$ cat src/rtl/hpdcache_flush_walker.sv
// hpdcache_flush_walker: walks the directory on flush-all and feeds each valid+dirty line to the flush controller
module hpdcache_flush_walker #(
    parameter int unsigned Sets       = 64,
    parameter int unsigned Ways       = 4,
    parameter int unsigned SetWidth   = (Sets > 1) ? $clog2(Sets) : 1,
    parameter int unsigned TagWidth   = 20,
    parameter int unsigned NlineWidth = TagWidth + SetWidth
) (
    input  logic                     clk_i,
    input  logic                     rst_i,
    input  logic                     start_i,
    output logic                     busy_o,
    output logic                     done_o,
    output logic                     dir_read_o,
    output logic [SetWidth-1:0]      dir_read_set_o,
    input  logic                     dir_gnt_i,
    input  logic [Ways-1:0]          dir_valid_i,
    input  logic [Ways-1:0]          dir_dirty_i,
    input  logic [Ways*TagWidth-1:0] dir_tag_i,
    output logic                     dir_clean_o,
    output logic [SetWidth-1:0]      dir_clean_set_o,
    output logic [Ways-1:0]          dir_clean_way_o,
    output logic                     flush_alloc_o,
    input  logic                     flush_alloc_ready_i,
    output logic [NlineWidth-1:0]    flush_alloc_nline_o,
    output logic [Ways-1:0]          flush_alloc_way_o,
    input  logic                     flush_empty_i
);
    typedef enum logic [2:0] {IDLE, READ, CHECK, ALLOC, DRAIN} state_e;

    state_e                   state_q, state_d;
    logic [SetWidth-1:0]      set_q, set_d;
    logic [Ways-1:0]          pend_q, pend_d, way_oh;
    logic [Ways*TagWidth-1:0] tag_q, tag_d;
    logic [TagWidth-1:0]      tag_sel;
    logic                     last_set;

    assign last_set = set_q == SetWidth'(Sets - 1);
    assign way_oh   = pend_q & (~pend_q + Ways'(1));

    // tag of the lowest pending way
    always_comb begin
        tag_sel = '0;
        for (int w = 0; w < Ways; w++)
            if (way_oh[w]) tag_sel = tag_q[w*TagWidth +: TagWidth];
    end

    // next-state and output decode
    always_comb begin
        state_d             = state_q;
        set_d               = set_q;
        pend_d              = pend_q;
        tag_d               = tag_q;
        busy_o              = state_q != IDLE;
        done_o              = 1'b0;
        dir_read_o          = 1'b0;
        dir_read_set_o      = '0;
        dir_clean_o         = 1'b0;
        dir_clean_set_o     = '0;
        dir_clean_way_o     = '0;
        flush_alloc_o       = 1'b0;
        flush_alloc_nline_o = '0;
        flush_alloc_way_o   = '0;
        case (state_q)
            IDLE: if (start_i) begin
                state_d = READ;
                set_d   = '0;
            end
            READ: begin
                dir_read_o     = 1'b1;
                dir_read_set_o = set_q;
                if (dir_gnt_i) state_d = CHECK;
            end
            CHECK: begin
                pend_d = dir_valid_i & dir_dirty_i;
                tag_d  = dir_tag_i;
            end
            ALLOC: begin
                flush_alloc_o       = 1'b1;
                flush_alloc_nline_o = {tag_sel, set_q};
                flush_alloc_way_o   = way_oh;
                if (flush_alloc_ready_i) begin
                    dir_clean_o     = 1'b1;
                    dir_clean_set_o = set_q;
                    dir_clean_way_o = way_oh;
                    pend_d          = pend_q & ~way_oh;
                end
            end
            DRAIN: if (flush_empty_i) begin
                done_o  = 1'b1;
                state_d = IDLE;
            end
            default: state_d = IDLE;
        endcase
        if (state_q == CHECK || (state_q == ALLOC && flush_alloc_ready_i)) begin
            state_d = |pend_d ? ALLOC : last_set ? DRAIN : READ;
            set_d   = (|pend_d || last_set) ? set_q : set_q + SetWidth'(1);
        end
    end

    // state, set counter, pending ways and latched tags
    always_ff @(posedge clk_i) begin
        if (rst_i) begin
            state_q <= IDLE;
            set_q   <= '0;
            pend_q  <= '0;
            tag_q   <= '0;
        end else begin
            state_q <= state_d;
            set_q   <= set_d;
            pend_q  <= pend_d;
            tag_q   <= tag_d;
        end
    end
endmodule

$ cat config.mk
export PLATFORM = sky130hd
export DESIGN_NAME = hpdcache_flush_walker
export DESIGN_NICKNAME = d
export VERILOG_FILES = /design/src/rtl/hpdcache_flush_walker.sv
export SDC_FILE = /design/constraint.sdc
export NUM_CORES = 1
export LEC_CHECK = 0
export CORE_MARGIN = 5
export CORE_UTILIZATION = 50
export CTS_CLUSTER_SIZE = 40
export DETAILED_ROUTE_END_ITERATION = 7
export PLACE_DENSITY = 0.86
export SYNTH_ARGS = -nofsm -noshare
export SYNTH_HDL_FRONTEND = slang
export SYNTH_SLANG_ARGS = --single-unit
$ cat constraint.sdc
create_clock -name clk_i -period 3.6 [get_ports clk_i]
set_input_delay 0.72 -clock clk_i [delete_from_list [all_inputs] [get_ports clk_i]]
set_output_delay 0.72 -clock clk_i [all_outputs]
set_load 0.05 [all_outputs]
## Yosys cells after proc, flatten, opt, wreduce, memory -nomap -nowiden

Index checks and enable logic that the tools add are counted.

| word-level totals | value |
|---|---|
| input port bits | 94 |
| latch bits | 0 |
| memory bits (writable) | 0 |
| register bits after elaboration | 93 |
| output and inout port bits | 51 |
| memory bits (read-only) | 0 |
| word-level logic and storage cells | 62 |
| memories | 0 |

| operators by class | value |
|---|---|
| div/mod/pow operators | 0 |
| reductions and logical operators | 11 |
| shift-type cells | 0 |
| bitwise logic cells | 5 |
| muxes and demuxes | 30 |
| equal/unequal tests | 10 |
| add/subtract/negate cells | 2 |
| order comparisons | 0 |
| $mul | 0 |

Operators with widths:

| cell | count |
|---|---|
| $mux 20 | 4 |
| $mux 6 | 7 |
| $mux 26 | 1 |
| $mux 3 | 6 |
| $mux 4 | 4 |
| $and 4x4->4 | 3 |
| $pmux 3 s4 | 1 |
| $ne 3x3->1 const B | 3 |
| $not 4->4 | 2 |
| $pmux 4 s2 | 1 |
| $add 6x1->6 const B | 1 |
| $eq 3x2->1 const B | 2 |
| $eq 6x6->1 const B | 1 |
| $mux 1 | 6 |
| $add 4x1->4 const B | 1 |
| $reduce_and 4->1 | 1 |
| $reduce_bool 2->1 | 2 |
| $reduce_or 4->1 | 1 |
| $eq 3x1->1 const B | 1 |
| $eq 3x3->1 const B | 1 |
| $logic_not 3->1 | 1 |
| $reduce_and 3->1 | 1 |
| $reduce_bool 3->1 | 1 |
| $logic_or 1x1->1 | 2 |
| other kinds (4) | 4 |

## Depth between registers and ports, before layout

Gate-level depths: netlist of run 1.

| logic depth | value |
|---|---|
| depth after elaboration | 11 |
| depth in mapped cells | 7 |
| depth with buffers taken out | 6 |

## Least setup slack after synthesis of run 1

OpenSTA, ideal clock, no wires.

| path | value |
|---|---|
| path type | reg-to-output |
| start | reg state_q[1] |
| end | out dir_clean_way_o[1] |
| slack | 0.109 ns |
| required time | 2.880 ns |
| cell stages (with the launch flop) | 7 |
| data arrival time | 2.771 ns |
| buffers on the path | 2 |
| cell sequence | dfxtp_1 buf_2 nor2b_1 clkbuf_1 nand2_1 nor3b_1 and2_1 |

| between the ends | value |
|---|---|
| longest elaborated chain between the ends | 2 |

Ends and longest elaborated chain:

| what | line | source |
|---|---|---|
| start: declaration | 31 | `state_e state_q, state_d;` |
| start signal: assignment | 109 | `state_q <= state_d;` |
| $eq 3x2->1 | 64 | `case (state_q)` |
| $mux 4 | 64 |  |
| end: declaration | 22 | `output logic [Ways-1:0] dir_clean_way_o,` |

No other way between the ends.

## Worst setup path after layout of run 1

| path | value |
|---|---|
| start | reg pend_q[1] |
| end | out flush_alloc_nline_o[11] |

| between the ends | value |
|---|---|
| longest elaborated chain between the ends | 7 |

Ends and longest elaborated chain:

| what | line | source |
|---|---|---|
| start: declaration | 33 | `logic [Ways-1:0] pend_q, pend_d, way_oh;` |
| start signal: assignment | 111 | `pend_q <= pend_d;` |
| $not 4->4 | 39 | `assign way_oh = pend_q & (~pend_q + Ways'(1));` |
| $add 4x1->4 | 39 |  |
| $and 4x4->4 (*) | 39 |  |
| $mux 20 (2 in a row) | 45 | `if (way_oh[w]) tag_sel = tag_q[w*TagWidth +: TagWidth];` |
| $mux 20 (*) | 45 |  |
| $mux 26 (*) | 64 |  |
| end: declaration | 25 | `output logic [NlineWidth-1:0] flush_alloc_nline_o,` |

Mark *: on every way between the ends. The rest lies on a longest branch, timed or not.

==> impl_metrics.ini, run 1 <==
[synth]
ys_seq_area_share_pct = 42.4
synth_fa_ha_area_share_pct = 0.285
async_reset_ff_share_pct = 0
synth_area_sq_um = 4390
syn-mean-instance-area_sq_um = 7.25
ys_warn_count = 0
synth_nets = 701
synthMuxAreaShare_pct = 0.228
synth_simple_gate_area_share_pct = 30.6
synth-edff-count = 0
synth-xor-area-share_pct = 0
ys.flop_type = dfxtp_1
yosys.area.top_type = dfxtp_1
synthCells = 606
synth_compound_area_share_pct = 21.3
synth_top_area_share_pct = 42.4
synth_area_leaders = dfxtp_1 42%, nand2_1 16%, a21oi_1 12%
ys_ff_latch = 93
synth_top_family_by_area = simple AND/OR/NAND/NOR gates
yosysUniqueCellTypes = 40

[grt]
gr-usage-met1_pct = 28.8
grt_use_met2_pct = 40.2
grt_max_degree = 82
grt.overflow.total = 0
grt_pass1_vias = 4490
grt_antenna_before_repair = 0
use_met3_pct = 6.84
grt_pass1_wl_um = 21500
grt_usage_pct = 23.8
grt_busiest_layer = met2

[worst_hold_path]
worstHoldStart = tag_q[50]$_SDFFE_PP0P_
hp-class = flip-flop to flip-flop

[routing]
vias_per_cell = 5.63
antenna_left = 0
drt_iter0_markers = 341
wl_um = 13300
drc = 0
drtPass1Iterations = 7
vias = 4680
routedWlPerCell_um = 16.0

[clocking]
clockBufferDepth = 2
ctsRootBufferMaster = clkbuf_8
clock_latency_ns = 0.36
postCtsSetupBuffers = 0
cts_buffers = 9
cts_resized = 0
hold_buffers = 0
cts.clk_slew.worst_paths_ns = 0.09
cts.htree.levels = 3
cts.sinks = 93
cts_tree = yes

[worst_setup_path]
start_kind = flip-flop
crit_type = flip-flop to output pin
cp.arrival_ns = 2.70
reg2reg_from = pend_q[0]$_SDFF_PP0_
critPathCaptureType = output pin
cp-startpoint = pend_q[1]$_SDFF_PP0_
crit_path_max_fanout = 20
worstPathRequired_ns = 2.88

[power_and_ir_drop]
ir_drop_v = 0.000224
p_comb_share_pct = 25.6
clock_power_share_pct = 25.8
switching_power_uw = 835
switching_share_pct = 33.5
power_mw = 2.49
pwr-share-seq_pct = 48.7
internal_power_mw = 1.65
leakage_nw = 2.12
power_density_nw_per_um2 = 394

[job]
cap_violations = 0

[timing]
finalSetupTns_ns = 0
rsz0062_at_grt = false
fin_skew_ns = 0.0144
setup_viol = 0
slew_viol_final = 0
hold_viol = 0
fin_crit_ns = 3.42
finalCritPeriodShare_pct = 95.1
tightest_slew_ns = 0.876
relSlewSlack_pct = 41.6
clock.fmax_mhz = 292

[layout]
antenna_cells = 0
final_cell_mix = 192 x nand2_1, 108 x clkdlybuf4s50_1, 107 x a21oi_1
layout-drive-gt1-share_pct = 9.12
fillers = 677
final_common_cell = nand2_1
layout.nets = 814
areaGrowthSynthToFinish_pct = 43.9

[place]
dp_hpwl_um = 9550
portBuffers = 144
place_congestion = 0.892

[floorplanning]
initial_utilization_pct = 50.9
row_count = 34
die-width_um = 104
core_area_sq_um = 8640
die_area_sq_um = 10800
die_h_um = 104
pin_count = 145

[status]
status = finished, final reports clean
metrics by stage:
step | hold slack, ns | std cells | setup slack, ns | utilization (%) | cell area [sq um]
6_report | 0.459 | 832 | 0.177 | 73.2 | 6320
3_3_place_gp | 0.441 | 816 | 0.579 | 71.0 | 6130
2_1_floorplan | 0.436 | 606 | 0.109 | - | 4390
4_1_cts | 0.459 | 832 | 0.0875 | 73.1 | 6320
5_1_grt | 0.475 | 832 | 0.0659 | 73.2 | 6320
3_5_place_dp | 0.447 | 816 | 0.467 | 71.0 | 6130
metal layers:
metal | part of all wire [%] | up-vias
met2 | 50 | 208
met3 | 8.1 | 25
li1 | - | 2284
met5 | 0 | -
met4 | 2.6 | 0
met1 | 39 | 2163
worst max-delay path, stage by stage, from the launching register on:
cell	delay, ns
dfxtp_1	0.32
or2_1	0.29
nor2_1	0.34
and2_1	0.77
a221oi_1	0.19
nor2_1	0.26
buf_12	0.18
cells by family (layout without fill, tap and decap cells):
kind of cell	count (synthesis)	after routing
and+or+nand+nor	301	301
AOI/OAI and AO/OA	153	153
DFF	93	93
buffers and inverters	57	175
adders and majority gates	1	1
muxes	1	1
cell usage after synthesis, drive strengths merged (3+ instances only):
library cell,number
nor3,3
o21ai,6
nand2,192
nand3b,23
dfxtp,93
buf,15
o211ai,5
a31oi,3
nand3,9
nand2b,5
a21oi,107
clkbuf,36
nor3b,4
and3,13
and2,9
nor2,35
a221oi,20
inv,6
flip-flops by register name, summed over array words and instances (netlist names):
signal,cells
pend_q,4
set_q,6
state_q,3
tag_q,80
power groups by stage:
stage	Clock, mW	Sequential, mW	Combinational [mW]
6_report	0.642	1.21	0.636
5_1_grt	0.695	1.22	0.703
2_1_floorplan	0	1.19	0.435
4_1_cts	0.650	1.21	0.632
3_3_place_gp	0	1.23	0.612
3_5_place_dp	0	1.23	0.631
final cells by class:
cell class              count  area [sq um]  area share (%)
well taps                 108           135            2.14
flip-flops and latches     93          1860            29.5
clock inverters             6          46.3           0.732
clock buffers              10           138            2.18
inverters                   6          22.5           0.356
repair buffers            153          1800            28.5
multi-input cells         456          2310            36.6
worst paths after layout:
kind                                   to  slack (ns)  cells past startpoint
setup reg to reg    set_q[4]$_SDFFE_PP0P_        1.36                      6
hold / removal     tag_q[50]$_SDFFE_PP0P_        0.46                      2
hold reg to reg    tag_q[50]$_SDFFE_PP0P_        0.46                      2
setup / recovery  flush_alloc_nline_o[11]        0.18                      6
Note: power is estimated with default switching activity, not from simulation.
==> run 2: changes to the inputs <==
--- a/config.mk
+++ b/config.mk
@@ -5,6 +5,7 @@
 export SDC_FILE = /design/constraint.sdc
 export NUM_CORES = 1
 export LEC_CHECK = 0
+export CAP_MARGIN = 20
 export CORE_MARGIN = 5
 export CORE_UTILIZATION = 50
 export CTS_CLUSTER_SIZE = 40
==> results of run 2 <==
No change in the layout: final DEF, timing and power equal those of run 1.
==> run 3: changes to the inputs <==
--- a/config.mk
+++ b/config.mk
@@ -7,10 +7,10 @@
 export LEC_CHECK = 0
 export CAP_MARGIN = 20
 export CORE_MARGIN = 5
-export CORE_UTILIZATION = 50
+export CORE_UTILIZATION = 46
 export CTS_CLUSTER_SIZE = 40
 export DETAILED_ROUTE_END_ITERATION = 7
-export PLACE_DENSITY = 0.86
+export PLACE_DENSITY = 0.8
 export SYNTH_ARGS = -nofsm -noshare
 export SYNTH_HDL_FRONTEND = slang
 export SYNTH_SLANG_ARGS = --single-unit
==> constraint.sdc (replaced) <==
create_clock -name clk_i -period 3.3 [get_ports clk_i]
set_input_delay 0.66 -clock clk_i [delete_from_list [all_inputs] [get_ports clk_i]]
set_output_delay 0.66 -clock clk_i [all_outputs]
set_load 0.05 [all_outputs]
==> run 3 against run 2 <==
Net effect:
- critical path type unchanged
- sequential cell count is the same
- global-route usage up 0.49 points
- cell area grew 2.5%
- critical endpoint is now dir_clean_set_o[5]
- sequential share of layout area down 0.71 points
- critical path depth up 2
- clock skew fell by 0.0056 ns
- sequential power up 8%
- clock power grew 30%
- setup slack better by 0.085 ns
- combinational power increased by 15%
- core utilization shrank 3.4 points
- largest cell class unchanged
- via count up 1.5%
- largest power group unchanged
==> impl_metrics.ini, run 3 (synthesized netlist as in run 1, its figures left out) <==
[power_and_ir_drop]
internal_power_mw = 1.95
switching_share_pct = 32.2
power_mw = 2.87
leakage_nw = 2.17
clock_power_share_pct = 29.0
switching_power_uw = 925
pwr-share-seq_pct = 45.6
ir_drop_v = 0.000309
power_density_nw_per_um2 = 443
p_comb_share_pct = 25.4

[worst_setup_path]
crit_path_max_fanout = 25
worstPathRequired_ns = 2.64
start_kind = flip-flop
crit_type = flip-flop to output pin
critPathCaptureType = output pin
cp.arrival_ns = 2.38

[routing]
drc = 0
antenna_left = 0
drtPass1Iterations = 5
wl_um = 14400
drt_iter0_markers = 369
vias_per_cell = 5.54
vias = 4750
routedWlPerCell_um = 16.7

[worst_hold_path]
hp-class = flip-flop to flip-flop

[timing]
relSlewSlack_pct = 56.9
fin_crit_ns = 3.04
finalCritPeriodShare_pct = 92.1
fin_skew_ns = 0.00878
finalSetupTns_ns = 0
tightest_slew_ns = 0.646
rsz0062_at_grt = false
slew_viol_final = 0
hold_viol = 0
clock.fmax_mhz = 329
setup_viol = 0

[layout]
ff_latch_area_sq_um = 1860
regMostFlops = tag_q
fillers = 742
final_common_cell = nand2_1
antenna_cells = 0
reg_top3 = tag_q (80), set_q (6), pend_q (4)
layout.nets = 818
multiInputGateArea_sq_um = 2320
layout.cells.non_filler = 857
final_cell_mix = 192 x nand2_1, 107 x a21oi_1, 106 x clkdlybuf4s50_1
layout-drive-gt1-share_pct = 10.0
largest_register_ffs = 80
final_util_pct = 69.8
areaGrowthSynthToFinish_pct = 47.5

[place]
placed_cells = 841
portBuffers = 144
place_congestion = 0.927
dp_hpwl_um = 10400

[clocking]
cts.sinks = 93
cts_buffers = 9
postCtsSetupBuffers = 0
clockBufferDepth = 2
ctsRootBufferMaster = clkbuf_8
cts.clk_slew.worst_paths_ns = 0.09
cts.htree.levels = 3
cts_tree = yes
clock_latency_ns = 0.35
hold_buffers = 0

[grt]
grt_max_degree = 56
grt_antenna_before_repair = 0
grt_pass1_wl_um = 22500
grt_pass1_vias = 4329
grt.overflow.total = 0
grt_usage_pct = 24.3

[floorplanning]
initial_utilization_pct = 47.3
core_area_sq_um = 9280
die_area_sq_um = 11600
die_h_um = 108
pin_count = 145
die-width_um = 108
row_count = 35

[job]
cap_violations = 0

[status]
status = finished, final reports clean
## run 3: area by class of cell
cell class              count  area share [%]
clock buffers               9            1.91
inverters                   6           0.348
well taps                 129            2.49
clock inverters             7            1.51
repair buffers            157            29.2
flip-flops and latches     93            28.7
multi-input cells         456            35.8
## run 3: power by group through the flow
stage / clock (mW) / combinational [mW] / sequential, mW
final: 0.833 / 0.729 / 1.31
after global routing: 0.888 / 0.799 / 1.32
after CTS: 0.840 / 0.723 / 1.31
after detailed placement: 0 / 0.719 / 1.33
after global placement: 0 / 0.697 / 1.32
after floorplan: 0 / 0.475 / 1.30
## run 3: timing repair
| action | 4_1_cts | 5_1_grt |
|---|---|---|
| setup endpoints to repair | 0 | 1 |
| hold endpoints to repair | 0 | 0 |
| resized for setup | 0 | 1 |
## run 3: critical path, cell delays in order (launching register included)
cell     delay (ns)
dfxtp_1        0.54
nor2b_1        0.18
buf_4          0.18
nand2_1        0.06
buf_4          0.23
inv_1          0.23
nand2_1        0.19
nor2_1         0.24
buf_12         0.17
## run 3: final timing paths
kind	startpoint	endpoint	slack (ns)	cells past startpoint
hold / removal	tag_q[51]$_SDFFE_PP0P_	tag_q[51]$_SDFFE_PP0P_	0.46	2
setup reg to reg	state_q[1]$_SDFFE_PP0P_	set_q[5]$_SDFFE_PP0P_	0.91	5
setup / recovery	state_q[1]$_SDFFE_PP0P_	dir_clean_set_o[5]	0.26	8
hold reg to reg	tag_q[51]$_SDFFE_PP0P_	tag_q[51]$_SDFFE_PP0P_	0.46	2
## run 3: metal layers
layer / share of wire (%) / GRT usage (%) / vias up
li1: - / - / 2293
met1: 42 / 33.6 / 2204
met2: 48 / 38.8 / 229
met3: 9.0 / 4.80 / 24
met4: 1.3 / 5.86 / 0
met5: 0 / 0 / -
## run 3: per-stage QoR
stage / hold WS, ns / area [sq um] / setup slack (ns)
after floorplan: 0.436 / 4400 / 0.180
final: 0.459 / 6480 / 0.262
after CTS: 0.459 / 6470 / 0.137
after global routing: 0.476 / 6480 / 0.0599
after global placement: 0.441 / 6250 / 0.569
after detailed placement: 0.447 / 6250 / 0.456
